### src/rtl/mem_lsu_if.sv
// mem_lsu_pkg / mem_lsu_if
//
// Purpose: opcode encodings shared by the load/store unit and its bench, and
// the data-bus interface between the MEM-stage LSU and the data memory.
//
// Interface mem_lsu_if signals:
//   bus_req    LSU -> mem   access request (held until bus_ack)
//   bus_we     LSU -> mem   1 = store
//   bus_addr   LSU -> mem   word-aligned address
//   bus_sel    LSU -> mem   byte lanes, bit3 = bits[31:24] (big-endian)
//   bus_wdata  LSU -> mem   lane-replicated store data
//   bus_rdata  mem -> LSU   read data, valid with bus_ack
//   bus_ack    mem -> LSU   one-cycle completion pulse
// Modports: master (LSU side), slave (memory side).

package mem_lsu_pkg;
    localparam int ALUOP_W = 8;

    localparam logic [ALUOP_W-1:0] ALU_ADD_OP = 8'h10;
    localparam logic [ALUOP_W-1:0] ALU_LB_OP  = 8'h20;
    localparam logic [ALUOP_W-1:0] ALU_LH_OP  = 8'h21;
    localparam logic [ALUOP_W-1:0] ALU_LW_OP  = 8'h23;
    localparam logic [ALUOP_W-1:0] ALU_LBU_OP = 8'h24;
    localparam logic [ALUOP_W-1:0] ALU_LHU_OP = 8'h25;
    localparam logic [ALUOP_W-1:0] ALU_SB_OP  = 8'h28;
    localparam logic [ALUOP_W-1:0] ALU_SH_OP  = 8'h29;
    localparam logic [ALUOP_W-1:0] ALU_SW_OP  = 8'h2B;
endpackage

interface mem_lsu_if;
    logic        bus_req;
    logic        bus_we;
    logic [31:0] bus_addr;
    logic [3:0]  bus_sel;
    logic [31:0] bus_wdata;
    logic [31:0] bus_rdata;
    logic        bus_ack;

    modport master (
        output bus_req, bus_we, bus_addr, bus_sel, bus_wdata,
        input  bus_rdata, bus_ack
    );

    modport slave (
        input  bus_req, bus_we, bus_addr, bus_sel, bus_wdata,
        output bus_rdata, bus_ack
    );
endinterface

### src/rtl/mem_lsu.sv
// mem_lsu
//
// Purpose: MEM-stage load/store unit. Loads and stores run a req/ack
// transaction on the data bus while stallreq holds the pipeline; load data is
// lane-extracted and sign/zero-extended, store data is lane-replicated.
// Non-memory instructions pass straight through to MEM/WB combinationally.
//
// Ports:
//   clk, rst (async, active-low)
//   stall_mem        MEM/WB register held this cycle
//   flush            discard the in-flight MEM instruction
//   mem_aluop, mem_mem_addr, mem_reg2_data, mem_alu_res, mem_waddr, mem_reg_we
//                    EX/MEM register fields
//   wb_waddr, wb_reg_we, wb_wdata   result towards MEM/WB
//   stallreq         stall request to the pipeline controller
//   adel, ades       misaligned load / store
//   bus              data-bus master port (mem_lsu_if.master)

module mem_lsu
    import mem_lsu_pkg::*;
(
    input  logic               clk,
    input  logic               rst,
    input  logic               stall_mem,
    input  logic               flush,
    input  logic [ALUOP_W-1:0] mem_aluop,
    input  logic [31:0]        mem_mem_addr,
    input  logic [31:0]        mem_reg2_data,
    input  logic [31:0]        mem_alu_res,
    input  logic [4:0]         mem_waddr,
    input  logic               mem_reg_we,
    output logic [4:0]         wb_waddr,
    output logic               wb_reg_we,
    output logic [31:0]        wb_wdata,
    output logic               stallreq,
    output logic               adel,
    output logic               ades,
    mem_lsu_if.master          bus
);

    typedef enum logic [1:0] {S_IDLE, S_BUSY, S_DONE} state_t;

    localparam logic [1:0] SZ_B = 2'd0;
    localparam logic [1:0] SZ_H = 2'd1;
    localparam logic [1:0] SZ_W = 2'd2;

    // Big-endian lane enables: byte 0 of the word lives in bits[31:24].
    function automatic logic [3:0] lane_sel(input logic [1:0] size, input logic [1:0] a);
        case (size)
            SZ_B:    lane_sel = 4'b1000 >> a;
            SZ_H:    lane_sel = a[1] ? 4'b0011 : 4'b1100;
            default: lane_sel = 4'b1111;
        endcase
    endfunction

    function automatic logic [31:0] store_data(input logic [1:0] size, input logic [31:0] d);
        case (size)
            SZ_B:    store_data = {4{d[7:0]}};
            SZ_H:    store_data = {2{d[15:0]}};
            default: store_data = d;
        endcase
    endfunction

    function automatic logic [31:0] extract_load(input logic [31:0] rdata, input logic [1:0] size,
                                                 input logic uns, input logic [1:0] a);
        logic        [7:0]  b;
        logic        [15:0] h;
        logic signed [7:0]  bs;
        logic signed [15:0] hs;
        logic signed [31:0] sx;
        // Lane index is inverted because address byte 0 is the MSB lane.
        b  = rdata[{~a, 3'b000} +: 8];
        h  = a[1] ? rdata[15:0] : rdata[31:16];
        bs = signed'(b);
        hs = signed'(h);
        sx = 32'sd0;
        case (size)
            SZ_B: begin
                if (uns) extract_load = {24'd0, b};
                else begin sx = bs; extract_load = sx; end
            end
            SZ_H: begin
                if (uns) extract_load = {16'd0, h};
                else begin sx = hs; extract_load = sx; end
            end
            default: extract_load = rdata;
        endcase
    endfunction

    state_t      state_q, state_d;
    logic        kill_q;
    logic [31:0] ld_q;

    logic        is_load, is_store, is_mem, uns, misalign, start;
    logic [1:0]  size;

    logic [4:0]  waddr_p1;
    logic        reg_we_p1, is_load_p1, uns_p1;
    logic [1:0]  size_p1, addr_lo_p1;

    always_comb begin
        is_load  = 1'b0;
        is_store = 1'b0;
        uns      = 1'b0;
        size     = SZ_W;
        case (mem_aluop)
            ALU_LB_OP:  begin is_load  = 1'b1; size = SZ_B; end
            ALU_LBU_OP: begin is_load  = 1'b1; size = SZ_B; uns = 1'b1; end
            ALU_LH_OP:  begin is_load  = 1'b1; size = SZ_H; end
            ALU_LHU_OP: begin is_load  = 1'b1; size = SZ_H; uns = 1'b1; end
            ALU_LW_OP:  begin is_load  = 1'b1; size = SZ_W; end
            ALU_SB_OP:  begin is_store = 1'b1; size = SZ_B; end
            ALU_SH_OP:  begin is_store = 1'b1; size = SZ_H; end
            ALU_SW_OP:  begin is_store = 1'b1; size = SZ_W; end
            default: ;
        endcase
        is_mem   = is_load | is_store;
        misalign = ((size == SZ_H) &  mem_mem_addr[0]) |
                   ((size == SZ_W) & (|mem_mem_addr[1:0]));
    end

    // Next state and combinational outputs.
    always_comb begin
        state_d   = state_q;
        wb_waddr  = mem_waddr;
        wb_reg_we = 1'b0;
        wb_wdata  = 32'd0;
        stallreq  = 1'b0;
        adel      = 1'b0;
        ades      = 1'b0;
        case (state_q)
            S_IDLE: begin
                if (is_mem && misalign) begin
                    adel = is_load;
                    ades = is_store;
                end else if (is_mem && !flush) begin
                    stallreq = 1'b1;
                    state_d  = S_BUSY;
                end else begin
                    wb_reg_we = mem_reg_we;
                    wb_wdata  = mem_alu_res;
                end
            end
            S_BUSY: begin
                stallreq = 1'b1;
                wb_waddr = waddr_p1;
                // A flush arriving together with the ack kills the result too.
                if (bus.bus_ack)
                    state_d = (kill_q || flush) ? S_IDLE : S_DONE;
            end
            S_DONE: begin
                wb_waddr  = waddr_p1;
                wb_reg_we = is_load_p1 & reg_we_p1;
                wb_wdata  = is_load_p1 ? ld_q : 32'd0;
                state_d   = (stall_mem && !flush) ? S_DONE : S_IDLE;
            end
            default: state_d = S_IDLE;
        endcase
    end

    assign start = (state_q == S_IDLE) && (state_d == S_BUSY);

    // IDLE -> BUSY: launch the bus request; BUSY: wait for ack.
    always_ff @(posedge clk or negedge rst) begin
        if (!rst) begin
            state_q       <= S_IDLE;
            kill_q        <= 1'b0;
            ld_q          <= 32'd0;
            bus.bus_req   <= 1'b0;
            bus.bus_we    <= 1'b0;
            bus.bus_addr  <= 32'd0;
            bus.bus_sel   <= 4'd0;
            bus.bus_wdata <= 32'd0;
        end else begin
            state_q <= state_d;
            if (start) begin
                bus.bus_req   <= 1'b1;
                bus.bus_we    <= is_store;
                bus.bus_addr  <= {mem_mem_addr[31:2], 2'b00};
                bus.bus_sel   <= lane_sel(size, mem_mem_addr[1:0]);
                bus.bus_wdata <= store_data(size, mem_reg2_data);
                kill_q        <= 1'b0;
            end else if (state_q == S_BUSY) begin
                if (bus.bus_ack) begin
                    bus.bus_req <= 1'b0;
                    kill_q      <= 1'b0;
                    if (is_load_p1)
                        ld_q <= extract_load(bus.bus_rdata, size_p1, uns_p1, addr_lo_p1);
                end else if (flush) begin
                    kill_q <= 1'b1;
                end
            end
        end
    end

    // Extraction/writeback controls captured at launch (data path, no reset).
    always_ff @(posedge clk) begin
        if (start) begin
            waddr_p1   <= mem_waddr;
            reg_we_p1  <= mem_reg_we;
            is_load_p1 <= is_load;
            uns_p1     <= uns;
            size_p1    <= size;
            addr_lo_p1 <= mem_mem_addr[1:0];
        end
    end

endmodule

### src/flat_wrapper.sv
// flat-port wrapper written by rule: the top's interface ports become plain ports
module mem_lsu_flat import mem_lsu_pkg::*;
  (clk, rst, stall_mem, flush, mem_aluop, mem_mem_addr, mem_reg2_data, mem_alu_res, mem_waddr, mem_reg_we, wb_waddr, wb_reg_we, wb_wdata, stallreq, adel, ades, bus_bus_req, bus_bus_we, bus_bus_addr, bus_bus_sel, bus_bus_wdata, bus_bus_rdata, bus_bus_ack);
  mem_lsu_if bus_i ();
  input  logic clk;
  input  logic rst;
  input  logic stall_mem;
  input  logic flush;
  input  logic [ALUOP_W-1:0] mem_aluop;
  input  logic [31:0] mem_mem_addr;
  input  logic [31:0] mem_reg2_data;
  input  logic [31:0] mem_alu_res;
  input  logic [4:0] mem_waddr;
  input  logic mem_reg_we;
  output logic [4:0] wb_waddr;
  output logic wb_reg_we;
  output logic [31:0] wb_wdata;
  output logic stallreq;
  output logic adel;
  output logic ades;
  output wire logic [$bits(bus_i.bus_req)-1:0] bus_bus_req;
  output wire logic [$bits(bus_i.bus_we)-1:0] bus_bus_we;
  output wire logic [$bits(bus_i.bus_addr)-1:0] bus_bus_addr;
  output wire logic [$bits(bus_i.bus_sel)-1:0] bus_bus_sel;
  output wire logic [$bits(bus_i.bus_wdata)-1:0] bus_bus_wdata;
  input wire logic [$bits(bus_i.bus_rdata)-1:0] bus_bus_rdata;
  input wire logic [$bits(bus_i.bus_ack)-1:0] bus_bus_ack;
  assign bus_bus_req = bus_i.bus_req;
  assign bus_bus_we = bus_i.bus_we;
  assign bus_bus_addr = bus_i.bus_addr;
  assign bus_bus_sel = bus_i.bus_sel;
  assign bus_bus_wdata = bus_i.bus_wdata;
  assign bus_i.bus_rdata = bus_bus_rdata;
  assign bus_i.bus_ack = bus_bus_ack;
  mem_lsu u_core (.clk(clk), .rst(rst), .stall_mem(stall_mem), .flush(flush), .mem_aluop(mem_aluop), .mem_mem_addr(mem_mem_addr), .mem_reg2_data(mem_reg2_data), .mem_alu_res(mem_alu_res), .mem_waddr(mem_waddr), .mem_reg_we(mem_reg_we), .wb_waddr(wb_waddr), .wb_reg_we(wb_reg_we), .wb_wdata(wb_wdata), .stallreq(stallreq), .adel(adel), .ades(ades), .bus(bus_i));
endmodule
### config.mk
export PLATFORM = sky130hd
export DESIGN_NAME = mem_lsu_flat
export DESIGN_NICKNAME = d
export VERILOG_FILES = /design/src/rtl/mem_lsu_if.sv /design/src/rtl/mem_lsu.sv /design/src/flat_wrapper.sv
export SDC_FILE = /design/constraint.sdc
export NUM_CORES = 1
export LEC_CHECK = 0
export BUFFER_PORTS_ARGS = -buffer_cell sky130_fd_sc_hd__buf_2
export CAP_MARGIN = 20
export CORE_ASPECT_RATIO = 0.8
export CORE_MARGIN = 5
export CORE_UTILIZATION = 48
export CTS_CLUSTER_SIZE = 14
export DETAILED_ROUTE_END_ITERATION = 8
export PLACE_DENSITY = 0.81
export SYNTH_ARGS = -nofsm -noshare
export SYNTH_HDL_FRONTEND = slang
export SYNTH_SLANG_ARGS = --single-unit
### constraint.sdc
create_clock -name clk -period 5.4 [get_ports clk]
set_clock_uncertainty 0.2 [all_clocks]
set_input_delay 1.62 -clock clk [delete_from_list [all_inputs] [get_ports clk]]
set_output_delay 1.62 -clock clk [all_outputs]
set_load 0.02 [all_outputs]
Word level (Yosys, flattened, before mapping)
Index checks and enable logic that the tools add are counted.
- equal/unequal tests: 14
- shifts and indexed selects: 2
- mux-type cells: 39
- bitwise logic cells: 7
- reductions and logical operators: 22
- operator list (cell ; number):
    32-bit one-hot mux with 2 select lines ; 3
    32-bit 2-to-1 mux ; 5
    8-bit by 6-bit == test with 1-bit output (second input constant) ; 8
    32-bit by 6-bit indexed part select with 8-bit output ; 1
    1-bit 2-to-1 mux ; 18
    16-bit 2-to-1 mux ; 1
    2-bit 2-to-1 mux ; 5
    3-bit OR reduction ; 3
    2-bit by 1-bit == test with 1-bit output (second input constant) ; 4
    4-bit one-hot mux with 2 select lines ; 1
    2-bit zero test ; 3
    2-bit one-hot mux with 3 select lines ; 1
    2-bit OR reduction ; 3
    5-bit 2-to-1 mux ; 1
    5-bit OR reduction ; 1
    2-bit == test (second input constant) ; 2
    1-bit logical AND ; 4
    4-bit 2-to-1 mux ; 1
    1-bit one-hot mux with 2 select lines ; 2
    2-bit one-hot mux with 2 select lines ; 1
    2-bit AND reduction ; 2
    4-bit AND reduction ; 1
    2-bit nonzero test ; 2
    4-bit by 2-bit right shift with 4-bit output (first input constant) ; 1
    other kinds (7) ; 10
- bits in registers: 115
- input port bits: 147
- output and inout bits: 111
- logic and storage cells: 98

Logic depth before layout (Yosys ltp)
- word-level depth: 13
- mapped depth: 9
- gate-level depth less buffers: 8

Least setup slack after synthesis
OpenSTA, ideal clock, no wires.
- path kind: input -> output
- from: input mem_aluop[4]
- to: output wb_wdata[10]
- data arrival time: 3.291 ns
- required time: 3.580 ns
- setup slack: 0.289 ns
- stages: 6
- path through: nor4b_4 > a31oi_2 > or2_2 > a21oi_1 > clkbuf_1 > a22o_1
- cells in the longest elaborated chain, start to end: 9
- elaborated cells on any way between the ends: 26
- classes of those cells: eq/ne (10); mux (6); bitwise (4); reduce/logical (6)
- ends and longest elaborated chain (element ; line ; source):
    start: declaration ; flat_wrapper.sv:9 ; input logic [ALUOP_W-1:0] mem_aluop;
    8-bit by 6-bit == test with 1-bit output ; mem_lsu.sv:106 ; case (mem_aluop)
    3-bit OR reduction (no line) ; n/a ;
    2-bit one-hot mux with 2 select lines ; mem_lsu.sv:106 ;
    2-bit by 1-bit == test with 1-bit output / 2-bit == test (equally long branches) ; mem_lsu.sv:118, mem_lsu.sv:119 ;
    1-bit bitwise AND (on tied branches) ; mem_lsu.sv:118, mem_lsu.sv:119 ;
    1-bit OR ; mem_lsu.sv:118 ; misalign = ((size == SZ_H) & mem_mem_addr[0]) |
    1-bit logical AND ; mem_lsu.sv:133 ; if (is_mem && misalign) begin
    32-bit 2-to-1 mux (*) ; mem_lsu.sv:133 ;
    32-bit one-hot mux with 2 select lines (*) ; mem_lsu.sv:131 ; case (state_q)
    end: declaration ; flat_wrapper.sv:17 ; output logic [31:0] wb_wdata;
Every way passes the cells marked *; elsewhere a longest branch is shown, timed or not.

Worst setup path in the final report
- from: input mem_aluop[4]
- to: output wb_wdata[28]
The elaborated chain is that of the path after synthesis.

==> results_dict.tcl <==
set metrics [dict create \
    ys_ff_latch 115 \
    grt_usage_pct 23.7 \
    path_clk_slew_ns 0.06 \
    post-route-util_pct 64.5 \
    max-slew-margin-rel_pct 26.2 \
    fin_nets 875 \
    rows 36 \
    diodes 0 \
    gr-total-overflow 0 \
    post-cts-setup-buffer-count 0 \
    crit_arrival_ns 3.41 \
    remaining_drc_errors 0 \
    vdd_drop_max_v 0.000368 \
    wirelength_um 17300 \
    cts_num_sinks 115 \
    die_area_um2 14500 \
    yosysMostFrequentCell "dfrtp_1" \
    synth.top_cell.area_share_pct 43.9 \
    gp_congestion 0.874 \
    dieWidth_um 134 \
    netlist_instances 475 \
    end_kind "primary output" \
    critPathKind "in2out" \
    maxCapViolations 0 \
    syn_area_um2 5870 \
    cts.path.max_buffers 2 \
    drive_gt1_share_pct 46.8 \
    coreArea_um2 12100 \
    multi_input_area_um2 2680 \
    rsz0062_at_grt "no" \
    dr_total_vias 5073 \
    synth-seq-area-share_pct 50.1 \
    outcome "complete, no violations" \
    cts.hold.buffers_added 0 \
    dieHeight_um 109 \
    grt_max_degree 76 \
    synthFlopType "dfrtp_1" \
    async_flop_share_pct 89.6 \
    hold_start "u_core.bus.bus_addr[9]" \
    cts_buffers 17 \
    startpoint_type "input port" \
    final-max-slew-violation-count 0 \
    setup.worst_path.start "mem_aluop[4]" \
    critPathRequiredTime_ns 3.58 \
    tns_ns 0 \
    min_period_ns 5.23 \
    crit_path_max_fanout 33 \
    reg2reg_from "u_core.state_q[1]" \
    cts_root_buf "clkbuf_16" \
    post_drt_wl_per_cell_um 19.5 \
    worst_pin_slew_ns 1.11 \
    hold_depth 1 \
    synth.distinct_cells 50 \
    synthTopCellsByCount "dfrtp_1 (103), mux2_1 (50), a22o_1 (41)" \
    clk_latency_ns 0.40 \
    hold_path.class "reg2reg" \
    hpwlAfterDp_um 12800 \
    synth_edf_count 12 \
    seq_area_um2 2940 \
    synth_top_area_cell "dfrtp_1" \
    ioPinCount 258 \
    start_util_pct 48.6 \
    fill_cells 929 \
    grt_pass1_wl_um 27400 \
    syn_area_per_cell_um2 12.3 \
    reg2reg_depth 8 \
    antenna_found_initial 1 \
    p_leak_uw 0.00372 \
    tritoncts "built" \
    ant_nets 0 \
    drtIter0Drc 353 \
    yosysWarnings 0 \
    finalSetupViolCount 0 \
    vias_per_cell 5.71 \
    io_buffers 255 \
    synth_area_leaders "dfrtp_1 (44%), mux2_1 (9.6%), mux2_2 (7.1%), edfxtp_1 (6.1%), a22o_1 (6.1%)" \
    post-route-period-util_pct 96.8 \
    cts.htree.levels 4 \
    syn2layout_area_growth_pct 32.7 \
    first_pass_iters 5 \
    fmax_mhz 191 \
    final-hold-violation-count 0 \
    powerDensity_nw_per_um2 505 \
    cts_resized 0 \
    grt_pass1_vias 5359 \
]
[layout make-up]
cell class                      instances  share of cell area [%]
Clock buffer                           20                    5.74
Clock inverter                         12                    1.38
Inverter                               15                   0.787
Multi-Input combinational cell        311                    34.4
Sequential cell                       115                    37.7
Tap cell                              152                    2.44
Timing Repair Buffer                  264                    17.5
[worst max-delay path, cell delays in order]
cell and delay (ns):
buf_2 0.12, nor4b_4 0.36, a31oi_2 0.16, or2_2 0.31, a21oi_2 0.13, buf_4 0.33, a22o_1 0.19, buf_2 0.16
[sequential cells by signal, indices dropped and copies added (netlist names)]
signal / cells
u_core.bus.bus_wdata: 32
u_core.ld_q: 32
u_core.bus.bus_addr: 30
u_core.waddr_p1: 5
u_core.bus.bus_sel: 4
u_core.addr_lo_p1: 2
u_core.size_p1: 2
u_core.state_q: 2
u_core.bus.bus_req: 1
u_core.bus.bus_we: 1
u_core.is_load_p1: 1
u_core.kill_q: 1
u_core.reg_we_p1: 1
u_core.uns_p1: 1
[metal layers]
metal	share of wire, %	track usage (%)	up-vias
li1	-	-	2321
met1	40	28.5	2506
met2	49	39.7	216
met3	8.5	8.86	28
met4	2.1	8.37	2
met5	0.075	0	-
[stage by stage]
stage	power (uW)	hold WS (ns)	instance area, um^2	cells	worst slack, ns
floorplan	2320	0.281	5870	476	0.289
global placement	2840	0.263	7200	856	0.252
detailed placement	2900	0.273	7200	856	0.187
CTS	3960	0.287	7760	888	0.187
global route	4150	0.303	7790	889	0.0652
finish	3930	0.282	7790	889	0.174
[where the power goes]
part / switching (uW) / internal [uW]
Combinational: 862 / 588
Sequential: 204 / 1240
Clock: 394 / 644
Total: 1460 / 2470
[cell usage in the layout (no fill, tap or decap), types with 3 or more instances in the layout]
master	instances
nor2_1	9
buf_4	9
edfxtp_1	12
nand2b_1	5
a221o_1	7
a222oi_1	7
clkinvlp_4	4
a2bb2oi_1	17
o21ai_0	13
nand2_1	33
mux2_1	50
a21oi_1	4
dfrtp_1	103
a211oi_1	18
ha_1	4
mux2_2	37
buf_2	254
inv_1	14
mux2i_1	15
clkinv_4	3
o21a_1	3
clkbuf_16	17
a31oi_1	16
a22o_1	41
clkinv_2	3
[worst paths after layout]
kind	end	slack, ns
worst max-delay path	wb_wdata[28]	0.17
worst max register to register	u_core.bus.bus_addr[29]	2.13
min in group asynchronous	u_core.bus.bus_wdata[11]	1.16
worst min-delay path	u_core.bus.bus_addr[9]	0.28
max in group asynchronous	u_core.bus.bus_addr[17]	2.89
worst min register to register	u_core.bus.bus_addr[9]	0.28
[cells by family (layout without fill, tap and decap cells)]
| group | after synthesis | count (layout) | share of synthesized area (%) |
|---|---|---|---|
| buffers and inverters | 50 | 311 | 4.76 |
| other | 1 | 2 | 0.0639 |
| and+or+nand+nor | 64 | 64 | 5.74 |
| adders and majority gates | 4 | 4 | 0.853 |
| DFF | 115 | 115 | 50.1 |
| AOI/OAI and AO/OA | 137 | 137 | 18.6 |
| muxes | 104 | 104 | 19.9 |
Note: power is estimated with default switching activity, not from simulation.
